--- config.mk ---
export PLATFORM = sky130hd
export DESIGN_NAME = shift_reg_universal
export DESIGN_NICKNAME = d
export VERILOG_FILES = /design/src/rtl/shift_reg_universal.sv
export SDC_FILE = /design/constraint.sdc
export NUM_CORES = 1
export LEC_CHECK = 0
export CAP_MARGIN = 10
export CORE_MARGIN = 2
export CORE_UTILIZATION = 25
export DETAILED_ROUTE_END_ITERATION = 7
export PLACE_DENSITY_LB_ADDON = 0.1
export SYNTH_ARGS = -nofsm -noshare
export SYNTH_HDL_FRONTEND = slang
export SYNTH_SLANG_ARGS = --single-unit
--- constraint.sdc ---
create_clock -name clk -period 1.1 [get_ports clk]
set_input_delay 0.11 -clock clk [delete_from_list [all_inputs] [get_ports clk]]
set_output_delay 0.11 -clock clk [all_outputs]
set_load 0.01 [all_outputs]
--- src/rtl/shift_reg_universal.sv ---
// Universal shift register: DEPTH stages of WIDTH bits with shift, rotate,
// parallel load and clear, serial in/out at both ends and a saturating
// fill counter that tracks how many stages hold entered or loaded data.
module shift_reg_universal #(
   parameter int WIDTH = 1,
   parameter int DEPTH = 3,
   localparam int CW = $clog2(DEPTH + 1)
) (
   input  logic                   clk,
   input  logic                   rst,
   input  logic                   en,
   input  logic [2:0]             mode,
   input  logic [WIDTH-1:0]       sin_lo,
   input  logic [WIDTH-1:0]       sin_hi,
   input  logic [DEPTH*WIDTH-1:0] pdata,
   output logic [DEPTH*WIDTH-1:0] q,
   output logic [WIDTH-1:0]       sout_lo,
   output logic [WIDTH-1:0]       sout_hi,
   output logic [CW-1:0]          fill,
   output logic                   full
);

   localparam logic [2:0] MODE_SHIFT_UP = 3'b001;
   localparam logic [2:0] MODE_SHIFT_DN = 3'b010;
   localparam logic [2:0] MODE_ROT_UP   = 3'b011;
   localparam logic [2:0] MODE_ROT_DN   = 3'b100;
   localparam logic [2:0] MODE_LOAD     = 3'b101;
   localparam logic [2:0] MODE_CLEAR    = 3'b110;

   localparam logic [CW-1:0] FILL_MAX = CW'(DEPTH);

   // Packed so that stage i occupies bits [i*WIDTH +: WIDTH], matching q/pdata.
   logic [DEPTH-1:0][WIDTH-1:0] stage_reg;
   logic [DEPTH-1:0][WIDTH-1:0] stage_next;
   logic [CW-1:0]               fill_reg;
   logic [CW-1:0]               fill_next;
   logic                        full_reg;
   logic                        full_next;

   genvar gi;
   generate
      for (gi = 0; gi < DEPTH; gi++) begin : g_stage
         // Neighbour indices with wrap-around; the wrapped value is only used
         // by the rotate modes, the shift modes substitute the serial input.
         localparam int BELOW = (gi == 0) ? DEPTH - 1 : gi - 1;
         localparam int ABOVE = (gi == DEPTH - 1) ? 0 : gi + 1;

         logic [WIDTH-1:0] shift_up_src;
         logic [WIDTH-1:0] shift_dn_src;
         logic [WIDTH-1:0] stage_nxt;

         assign shift_up_src = (gi == 0)         ? sin_lo : stage_reg[BELOW];
         assign shift_dn_src = (gi == DEPTH - 1) ? sin_hi : stage_reg[ABOVE];

         // Select this stage's next value from pre-edge register contents only.
         always_comb begin
            stage_nxt = stage_reg[gi];
            if (en) begin
               case (mode)
                  MODE_SHIFT_UP: stage_nxt = shift_up_src;
                  MODE_SHIFT_DN: stage_nxt = shift_dn_src;
                  MODE_ROT_UP:   stage_nxt = stage_reg[BELOW];
                  MODE_ROT_DN:   stage_nxt = stage_reg[ABOVE];
                  MODE_LOAD:     stage_nxt = pdata[gi*WIDTH +: WIDTH];
                  MODE_CLEAR:    stage_nxt = '0;
                  default:       stage_nxt = stage_reg[gi];
               endcase
            end
         end

         assign stage_next[gi] = stage_nxt;
      end
   endgenerate

   // Fill counter: serial entries saturate at DEPTH, rotates keep it, load fills, clear empties.
   always_comb begin
      fill_next = fill_reg;
      if (en) begin
         case (mode)
            MODE_SHIFT_UP,
            MODE_SHIFT_DN: begin
               if (fill_reg != FILL_MAX) begin
                  fill_next = fill_reg + CW'(1);
               end
            end
            MODE_LOAD:  fill_next = FILL_MAX;
            MODE_CLEAR: fill_next = '0;
            default:    fill_next = fill_reg;
         endcase
      end
      full_next = (fill_next == FILL_MAX);
   end

   // State registers; reset discards everything regardless of en/mode.
   always_ff @(posedge clk) begin
      if (rst) begin
         stage_reg <= '0;
         fill_reg  <= '0;
         full_reg  <= 1'b0;
      end else begin
         stage_reg <= stage_next;
         fill_reg  <= fill_next;
         full_reg  <= full_next;
      end
   end

   assign q       = stage_reg;
   assign sout_lo = stage_reg[0];
   assign sout_hi = stage_reg[DEPTH-1];
   assign fill    = fill_reg;
   assign full    = full_reg;

endmodule

* After elaboration in Yosys (flattened, before gate mapping)
Index checks and enable logic that the tools add are counted.
** Word-level totals
- Flip-flop bits (word level) :: 6
- Bits in latches :: 0
- RAM bits :: 0
- Bits in read-only memories :: 0
- Bits of input ports :: 11
- Output and inout port bits :: 8
- Word-level logic and storage cells :: 29
- Memories :: 0
** Cells by class
- Add/subtract/negate cells :: 1
- Multipliers :: 0
- Div/mod/pow operators :: 0
- $lt $le $gt $ge :: 0
- Equal/unequal tests :: 8
- Shifts and indexed selects :: 0
- Muxes and demuxes :: 6
- Bitwise gates (word level) :: 0
- Reductions and logical operators :: 9
** Operators with widths (number)
- one-hot mux 1 bit (5 select lines) :: 2
- nonzero test 5 bit :: 2
- == test 3 bit, second input constant :: 3
- == test 3 x 2 -> 1 bit, second input constant :: 2
- one-hot mux 2 bit (3 select lines) :: 1
- AND reduction 2 bit :: 3
- OR reduction 2 bit :: 3
- two-way mux 2 bit :: 2
- one-hot mux 1 bit (4 select lines) :: 1
- nonzero test 4 bit :: 1
- == test 3 x 1 -> 1 bit, second input constant :: 1
- adder 2 x 1 -> 2 bit, second input constant :: 1
- == test 2 bit, second input constant :: 1
- != test 2 bit, second input constant :: 1

* Longest topological paths before layout
Gate-level depths: netlist of run 1.
- Depth in word-level cells :: 5
- Depth in mapped cells :: 5
- Gate-level depth less buffers :: 4

* Worst setup path before layout of run 1
No wires, ideal clock.
- Kind :: register to register
- Start point :: reg stage_reg, in the netlist sout_lo
- End point :: reg stage_reg, in the netlist sout_hi
- Library setup time :: 0.117 ns
- Data arrival time :: 1.024 ns
- Required time :: 0.983 ns
- Path slack :: -0.041 ns
- Stages on the path, launching flop included :: 5
- Buffers on the path :: 0
- Period minus slack after synthesis :: 1.141 ns
- Cells stage by stage :: dfxtp_1 > and3b_1 > a311oi_2 > a21oi_1 > a22o_1
** Between the ends
- Cells in the longest elaborated chain, start to end :: 1
** Ends and longest elaborated chain
- from (decl) :: RTL line 33 : logic [DEPTH-1:0][WIDTH-1:0] stage_reg;
- from (signal assigned) :: RTL line 101 : stage_reg <= stage_next;
- one-hot mux 1 bit (5 select lines) :: RTL line 59 : case (mode)
Every way passes these cells.
A chain may end at the register's enable or synchronous reset.

* Worst setup path in the final report of run 1
Same ends and word-level chain as after synthesis.

==> run summary, run 1 <==
STATUS
----------------------------------------------------------------------------------
Run status                                                            finished clean

DIE
----------------------------------------------------------------------------------
Height of the die                                                          46.4 um
Number of top-level pins                                                        19
Total number of placement rows                                                  15
Starting density of the core                                                 26.4%
Core area                                                                 1710 um2
Die footprint                                                             2160 um2
Horizontal die dimension                                                   46.4 um

DRT
----------------------------------------------------------------------------------
Via density per instance                                                      4.72
Wirelength, routed                                                         1110 um
Detail-routed net length per standard cell                                 10.8 um
First-pass iteration count of the detailed router                                4
Number of antenna-violating nets in the routed design                            0
Initial DRC count                                                                9
Residual DRC                                                                     0
Total vias in the final route                                                  486

YOSYS
----------------------------------------------------------------------------------
Area share of xor/xnor cells in the synthesized design                          0%
Post-synthesis instance area                                               450 um2
Adder-cell area share of the yosys netlist                                      0%
Number of nets in the synthesized netlist                                       64
Compound-gate portion of the synthesized area                                31.7%
Post-synthesis cell type count                                                  29
Warnings, synthesis                                                              0
Average size of a mapped cell                                             8.50 um2
Area share of and/or/nand/nor cells after synthesis                          30.6%
Yosys reg bits                                                                   6
Fraction of synthesized area in multiplexers                                    0%
Gate Count Post-Synth                                                           53
Largest family of logic cells by synthesized area                     compound AO/OA/AOI/OAI gates
Register area share after synthesis                                          26.7%

SETUP PATH
----------------------------------------------------------------------------------
Worst-path fanout max                                                            4
Category of the worst setup path capture point                            register
Kind of launch point of the worst setup path                              register
Required time of the critical path                                         1230 ps
Worst endpoint data arrival time                                           1210 ps
Cell-by-cell trace of the critical path                               and3b_1, a311oi_2, a21oi_1, a22o_1
Stage delay of the slowest cell on the critical path                        330 ps
CP Class                                                                reg -> reg
Slowest cell on the critical path                                     sky130_fd_sc_hd__dfxtp_2

TIMING
----------------------------------------------------------------------------------
Number of max-slew violations in the final report                                0
Max-slew headroom at the worst pin                                           83.2%
Final Hold Viols                                                                 0
Final cycle utilization of the critical path                                 97.8%
Unrepaired setup endpoints after global routing                               true
Final min period                                                           1080 ps
Final-report setup violation count                                               0
Setup clock skew after layout                                             0.132 ps
Measured slew at the worst slew-check pin                                   252 ps
Maximum frequency from static timing analysis                              930 MHz

CLOCK NETWORK
----------------------------------------------------------------------------------
Clock latency on the worst-skew pair                                        240 ps
# H-tree levels                                                                  1
CTS Buf Count                                                                    3
Clock transition at the registers of the reported paths                      40 ps
Maximum count of clock buffers along a single path                               2
TritonCTS clock tree                                                          done
Hold-fix buffers at CTS                                                          0
Num Clock Sinks                                                                  6
Clock tree root buffer cell                                           sky130_fd_sc_hd__clkbuf_4
Setup repair bufs after CTS                                                      0

GLOBAL ROUTING
----------------------------------------------------------------------------------
Met2 Usage GRT                                                               19.2%
Global router's overall resource usage                                       11.6%
Most Used Layer, Global Route                                                 met2
Wire length of the first global-routing pass                               1750 um
Largest net degree at the start of global routing                               13
Global route total overflow                                                      0
Via count of the first global-routing pass                                     446
Met1 layer usage reported by global route                                    13.1%
Met3 global-route usage                                                      5.88%
Number of antenna violations at the first check in global routing                0

PLACEMENT
----------------------------------------------------------------------------------
Count of buffers from port buffering                                            18
Placed instance area                                                       692 um2
Half-perimeter wire length of the detailed placement result                 897 um
Final GP Congestion                                                          0.744

FLOW RUN
----------------------------------------------------------------------------------
Max-cap check violation count                                                    0

LAYOUT
----------------------------------------------------------------------------------
Leading cell type in the layout, fill and taps excluded               sky130_fd_sc_hd__buf_4
Most frequent cells in the layout                                     sky130_fd_sc_hd__buf_4, sky130_fd_sc_hd__dlygate4sd2_1, sky130_fd_sc_hd__clkdlybuf4s50_1, sky130_fd_sc_hd__a21oi_1
Layout-stage area growth over the synthesis result                           56.7%
Flip-flop count of the largest register, all copies and words added              2
Post-route standard cell area excluding fillers                            706 um2
# diodes                                                                         0
Net total in the final layout                                                   91
Proportion of layout cells with a drive suffix above 1                       32.1%

PWR
----------------------------------------------------------------------------------
Leakage power                                                             0.316 nW
Worst vdd rail ir drop                                                    0.520 mV
Power density cells                                                     931 nW/um2
Overall power                                                             0.657 mW

WORST HOLD PATH
----------------------------------------------------------------------------------
Worst hold path type                                                     in -> reg

report_power, final:
| part | total, mW | switching [mW] | internal (mW) |
|---|---|---|---|
| Sequential | 0.249 | 0.0142 | 0.235 |
| Clock | 0.195 | 0.0717 | 0.123 |
| Combinational | 0.213 | 0.0945 | 0.119 |
| Total | 0.657 | 0.180 | 0.477 |
path summary, 6_finish.rpt:
| check | cells after the start | from | slack, ps | to |
|---|---|---|---|---|
| worst min register to register | 1 | sout_lo$_SDFFE_PP0P_ | 500 | sout_lo$_SDFFE_PP0P_ |
| worst max register to register | 4 | sout_lo$_SDFFE_PP0P_ | 20 | sout_hi$_SDFFE_PP0P_ |
| worst max-delay path | 4 | sout_lo$_SDFFE_PP0P_ | 20 | sout_hi$_SDFFE_PP0P_ |
| worst min-delay path | 4 | mode[1] | 360 | g_stage[0].shift_dn_src$_SDFFE_PP0P_ |
critical path: cells and delay by family (launching register included):
| kind | cells | cell delay (ps) |
|---|---|---|
| and+or+nand+nor | 1 | 170 |
| AOI/OAI and AO/OA | 3 | 460 |
| DFF | 1 | 330 |
synth_stat cells:
master	n	area [um2]
sky130_fd_sc_hd__or2_0	1	6.26
sky130_fd_sc_hd__nor3b_2	1	12.5
sky130_fd_sc_hd__o21a_1	1	7.51
sky130_fd_sc_hd__a32o_1	1	10.0
sky130_fd_sc_hd__inv_2	1	3.75
sky130_fd_sc_hd__buf_4	4	30.0
sky130_fd_sc_hd__buf_2	1	5.00
sky130_fd_sc_hd__or2_1	1	6.26
sky130_fd_sc_hd__nor2b_1	1	6.26
sky130_fd_sc_hd__nand2_1	4	15.0
sky130_fd_sc_hd__nor2_1	2	7.51
sky130_fd_sc_hd__and3_4	1	11.3
sky130_fd_sc_hd__o221ai_1	2	17.5
sky130_fd_sc_hd__a311oi_2	2	30.0
sky130_fd_sc_hd__a21oi_1	6	30.0
sky130_fd_sc_hd__nor3_2	1	10.0
sky130_fd_sc_hd__o21ai_0	3	15.0
sky130_fd_sc_hd__o211ai_1	1	7.51
sky130_fd_sc_hd__nand2b_1	2	12.5
sky130_fd_sc_hd__a41o_1	1	10.0
sky130_fd_sc_hd__or3_1	1	6.26
sky130_fd_sc_hd__o22ai_1	1	6.26
sky130_fd_sc_hd__buf_6	1	11.3
sky130_fd_sc_hd__nor3_1	1	5.00
sky130_fd_sc_hd__nor2_4	1	11.3
sky130_fd_sc_hd__and3b_1	2	17.5
sky130_fd_sc_hd__nand3_1	2	10.0
sky130_fd_sc_hd__a22o_1	1	8.76
sky130_fd_sc_hd__dfxtp_1	6	120
cell type report:
cell class / count / area [um2]
fill: 186 / 1000
multi-input combinational: 40 / 284
timing repair buffer: 28 / 241
sequential: 6 / 123
tap: 25 / 31.3
clock buffer: 3 / 22.5
inverter: 1 / 3.75
layer usage:
layer,up-vias,wire length [um]
met4,0,0
met5,-,0
met3,0,77
met1,224,493
li1,246,-
met2,16,540
through the flow:
stage	utilization [%]	hold slack (ps)	std cells	worst slack, ps	setup TNS, ps
6_report	41.3	360	103	24.4	0
5_1_grt	41.3	384	103	-40.1	-40.1
4_1_cts	41.5	506	103	1.98	0
3_5_place_dp	40.5	500	100	-521	-2650
3_3_place_gp	40.5	511	100	-507	-2610
2_1_floorplan	-	178	53	0.708	0
kinds of logic (layout without fill, tap and decap cells):
family	Yosys count	after routing
AO/OA/AOI/OAI	19	19
buffers and inverters	7	32
flip-flops	6	6
AND/OR/NAND/NOR	21	21
repair_timing:
| action | in CTS | in global routing |
|---|---|---|
| endpoints found under the setup margin | 14 | 6 |
| pin swaps | 2 | 1 |
| resized for setup | 13 | 7 |
Note: power is estimated with default switching activity, not from simulation.
==> run 2, diff against run 1 <==
CELL_PAD_IN_SITES_DETAIL_PLACEMENT = 1   (was unset)
CELL_PAD_IN_SITES_GLOBAL_PLACEMENT = 1   (was unset)
==> run 2 against run 1 <==
- combinational power increased by 15%
- non-clock buffer count is 7 higher
- clock-buffer cell count unchanged
- critical endpoint is now sout_lo
- largest cell class is now buffers
- largest power group unchanged
==> run summary, run 2 (synthesis gave the netlist of run 1 again) <==
GLOBAL ROUTING
----------------------------------------------------------------------------------
Largest net degree at the start of global routing                                8
Number of antenna violations at the first check in global routing                0
Wire length of the first global-routing pass                               2500 um
Via count of the first global-routing pass                                     566
Global route total overflow                                                      0
Global router's overall resource usage                                       16.5%

PWR
----------------------------------------------------------------------------------
Switching share of total power                                               28.3%
Power share of the combinational group                                       35.4%
Cell internal power dissipation                                           0.495 mW
Sw Pwr                                                                    0.195 mW
Power density cells                                                     890 nW/um2
Sequential Power Share                                                       36.2%
Clock Power Share                                                            28.4%
Leakage power                                                             0.354 nW
Worst vdd rail ir drop                                                    0.734 mV

DRT
----------------------------------------------------------------------------------
Via density per instance                                                      4.52
Initial DRC count                                                                3
Total vias in the final route                                                  497
Detail-routed net length per standard cell                                 12.9 um
Wirelength, routed                                                         1420 um
Number of antenna-violating nets in the routed design                            0
Residual DRC                                                                     0
First-pass iteration count of the detailed router                                2

LAYOUT
----------------------------------------------------------------------------------
Net total in the final layout                                                   98
Most frequent cells in the layout                                     sky130_fd_sc_hd__buf_4, sky130_fd_sc_hd__dlygate4sd2_1, sky130_fd_sc_hd__clkdlybuf4s50_1
Sequential cell area                                                       123 um2
Footprint of the multi-input gates                                         295 um2
# diodes                                                                         0
Leading cell type in the layout, fill and taps excluded               sky130_fd_sc_hd__buf_4
Layout-stage area growth over the synthesis result                           71.9%
Flip-flop count of the largest register, all copies and words added              2
Proportion of layout cells with a drive suffix above 1                       41.2%
Number of standard cells in the layout, taps in and fillers out                110
Final-layout fill cell count                                                   211
Final Core Density                                                           45.3%

PLACEMENT
----------------------------------------------------------------------------------
Placed cell count                                                              102
Pre-CTS setup slack                                                        -478 ps
Final GP Congestion                                                          0.730
Half-perimeter wire length of the detailed placement result                1080 um
Count of buffers from port buffering                                            18

TIMING
----------------------------------------------------------------------------------
Max-slew headroom at the worst pin                                           83.0%
Final min period                                                           1080 ps
Setup clock skew after layout                                             0.111 ps
Final Hold Viols                                                                 0
Unrepaired setup endpoints after global routing                               true
Maximum frequency from static timing analysis                              927 MHz
Hold Slack                                                                  428 ps
Number of max-slew violations in the final report                                0
Min setup slack post-route                                                 21.4 ps
Final-report setup violation count                                               0
Final cycle utilization of the critical path                                 98.1%
Measured slew at the worst slew-check pin                                   255 ps

DIE
----------------------------------------------------------------------------------
Die footprint                                                             2160 um2
Core area                                                                 1710 um2
Height of the die                                                          46.4 um
Number of top-level pins                                                        19
Horizontal die dimension                                                   46.4 um
Starting density of the core                                                 26.4%
Total number of placement rows                                                  15

CLOCK NETWORK
----------------------------------------------------------------------------------
TritonCTS clock tree                                                          done
Hold-fix buffers at CTS                                                          0
CTS Buf Count                                                                    3
Num Clock Sinks                                                                  6
Clock latency on the worst-skew pair                                        230 ps
# H-tree levels                                                                  1
Clock transition at the registers of the reported paths                      50 ps
Clock tree root buffer cell                                           sky130_fd_sc_hd__clkbuf_4
Maximum count of clock buffers along a single path                               2

SETUP PATH
----------------------------------------------------------------------------------
CP Class                                                                reg -> out
Kind of launch point of the worst setup path                              register
Worst setup slack for register-to-register paths                             20 ps
Stage delay of the slowest cell on the critical path                        320 ps
Cell-by-cell trace of the critical path                               buf_4, dlygate4sd2_1
Slowest cell on the critical path                                     sky130_fd_sc_hd__dfxtp_2
Category of the worst setup path capture point                         output port
Worst endpoint data arrival time                                            970 ps
Required time of the critical path                                          990 ps
Worst-path fanout max                                                            4

FLOW RUN
----------------------------------------------------------------------------------
Max-cap check violation count                                                    0

WORST HOLD PATH
----------------------------------------------------------------------------------
Worst hold path type                                                     in -> reg

STATUS
----------------------------------------------------------------------------------
Run status                                                            finished clean

## run 2: timing repair
item                       4_1_cts  5_1_grt
setup buffers                    3        0
pin swaps                        3        2
setup endpoints to repair       14        7
gates resized for setup         19        6
hold endpoints to repair         0        0
gates cloned                     2        0
## run 2: worst paths after layout
path                                                           start                              endpoint  cells past startpoint
worst max-delay path                            sout_lo$_SDFFE_PP0P_                               sout_lo                      2
worst min-delay path                                         mode[2]                  sout_lo$_SDFFE_PP0P_                      5
worst max register to register                  sout_lo$_SDFFE_PP0P_                  sout_hi$_SDFFE_PP0P_                      4
worst min register to register  g_stage[0].shift_dn_src$_SDFFE_PP0P_  g_stage[0].shift_dn_src$_SDFFE_PP0P_                      2
## run 2: metal layers
metal | wire length [um] | vias to the layer above | track usage (%)
met1 | 728 | 223 | 23.2
met3 | 61 | 2 | 2.35
met4 | 18 | 0 | 6.86
met2 | 615 | 10 | 24.7
met5 | 0 | - | 0
li1 | - | 262 | -
## run 2: cell type report
cell class	instances	share of cell area, %
clock buffers	3	2.91
inverters	1	0.485
multi-input cells	40	38.1
flip-flops and latches	6	15.8
well taps	25	4.04
repair buffers	35	38.6
## run 2: power groups by stage
stage	logic [mW]	registers (mW)	clock network, mW
after floorplan	0.113	0.256	0
after global placement	0.239	0.253	0
after detailed placement	0.240	0.253	0
after CTS	0.246	0.249	0.209
after global routing	0.270	0.252	0.219
final	0.244	0.249	0.196
## run 2: per-stage QoR
stage / TNS, ps / power (mW) / area, um2
detailed placement: -2560 / 0.493 / 707
global route: -53.4 / 0.741 / 774
global placement: -2560 / 0.491 / 707
floorplan: 0 / 0.368 / 452
finish: 0 / 0.689 / 774
CTS: 0 / 0.704 / 771
## run 2: worst max-delay path, delay by kind of cell, from the launching register on
family / cells / cell delay [ps]
buf+inv: 2 / 410
flops: 1 / 320
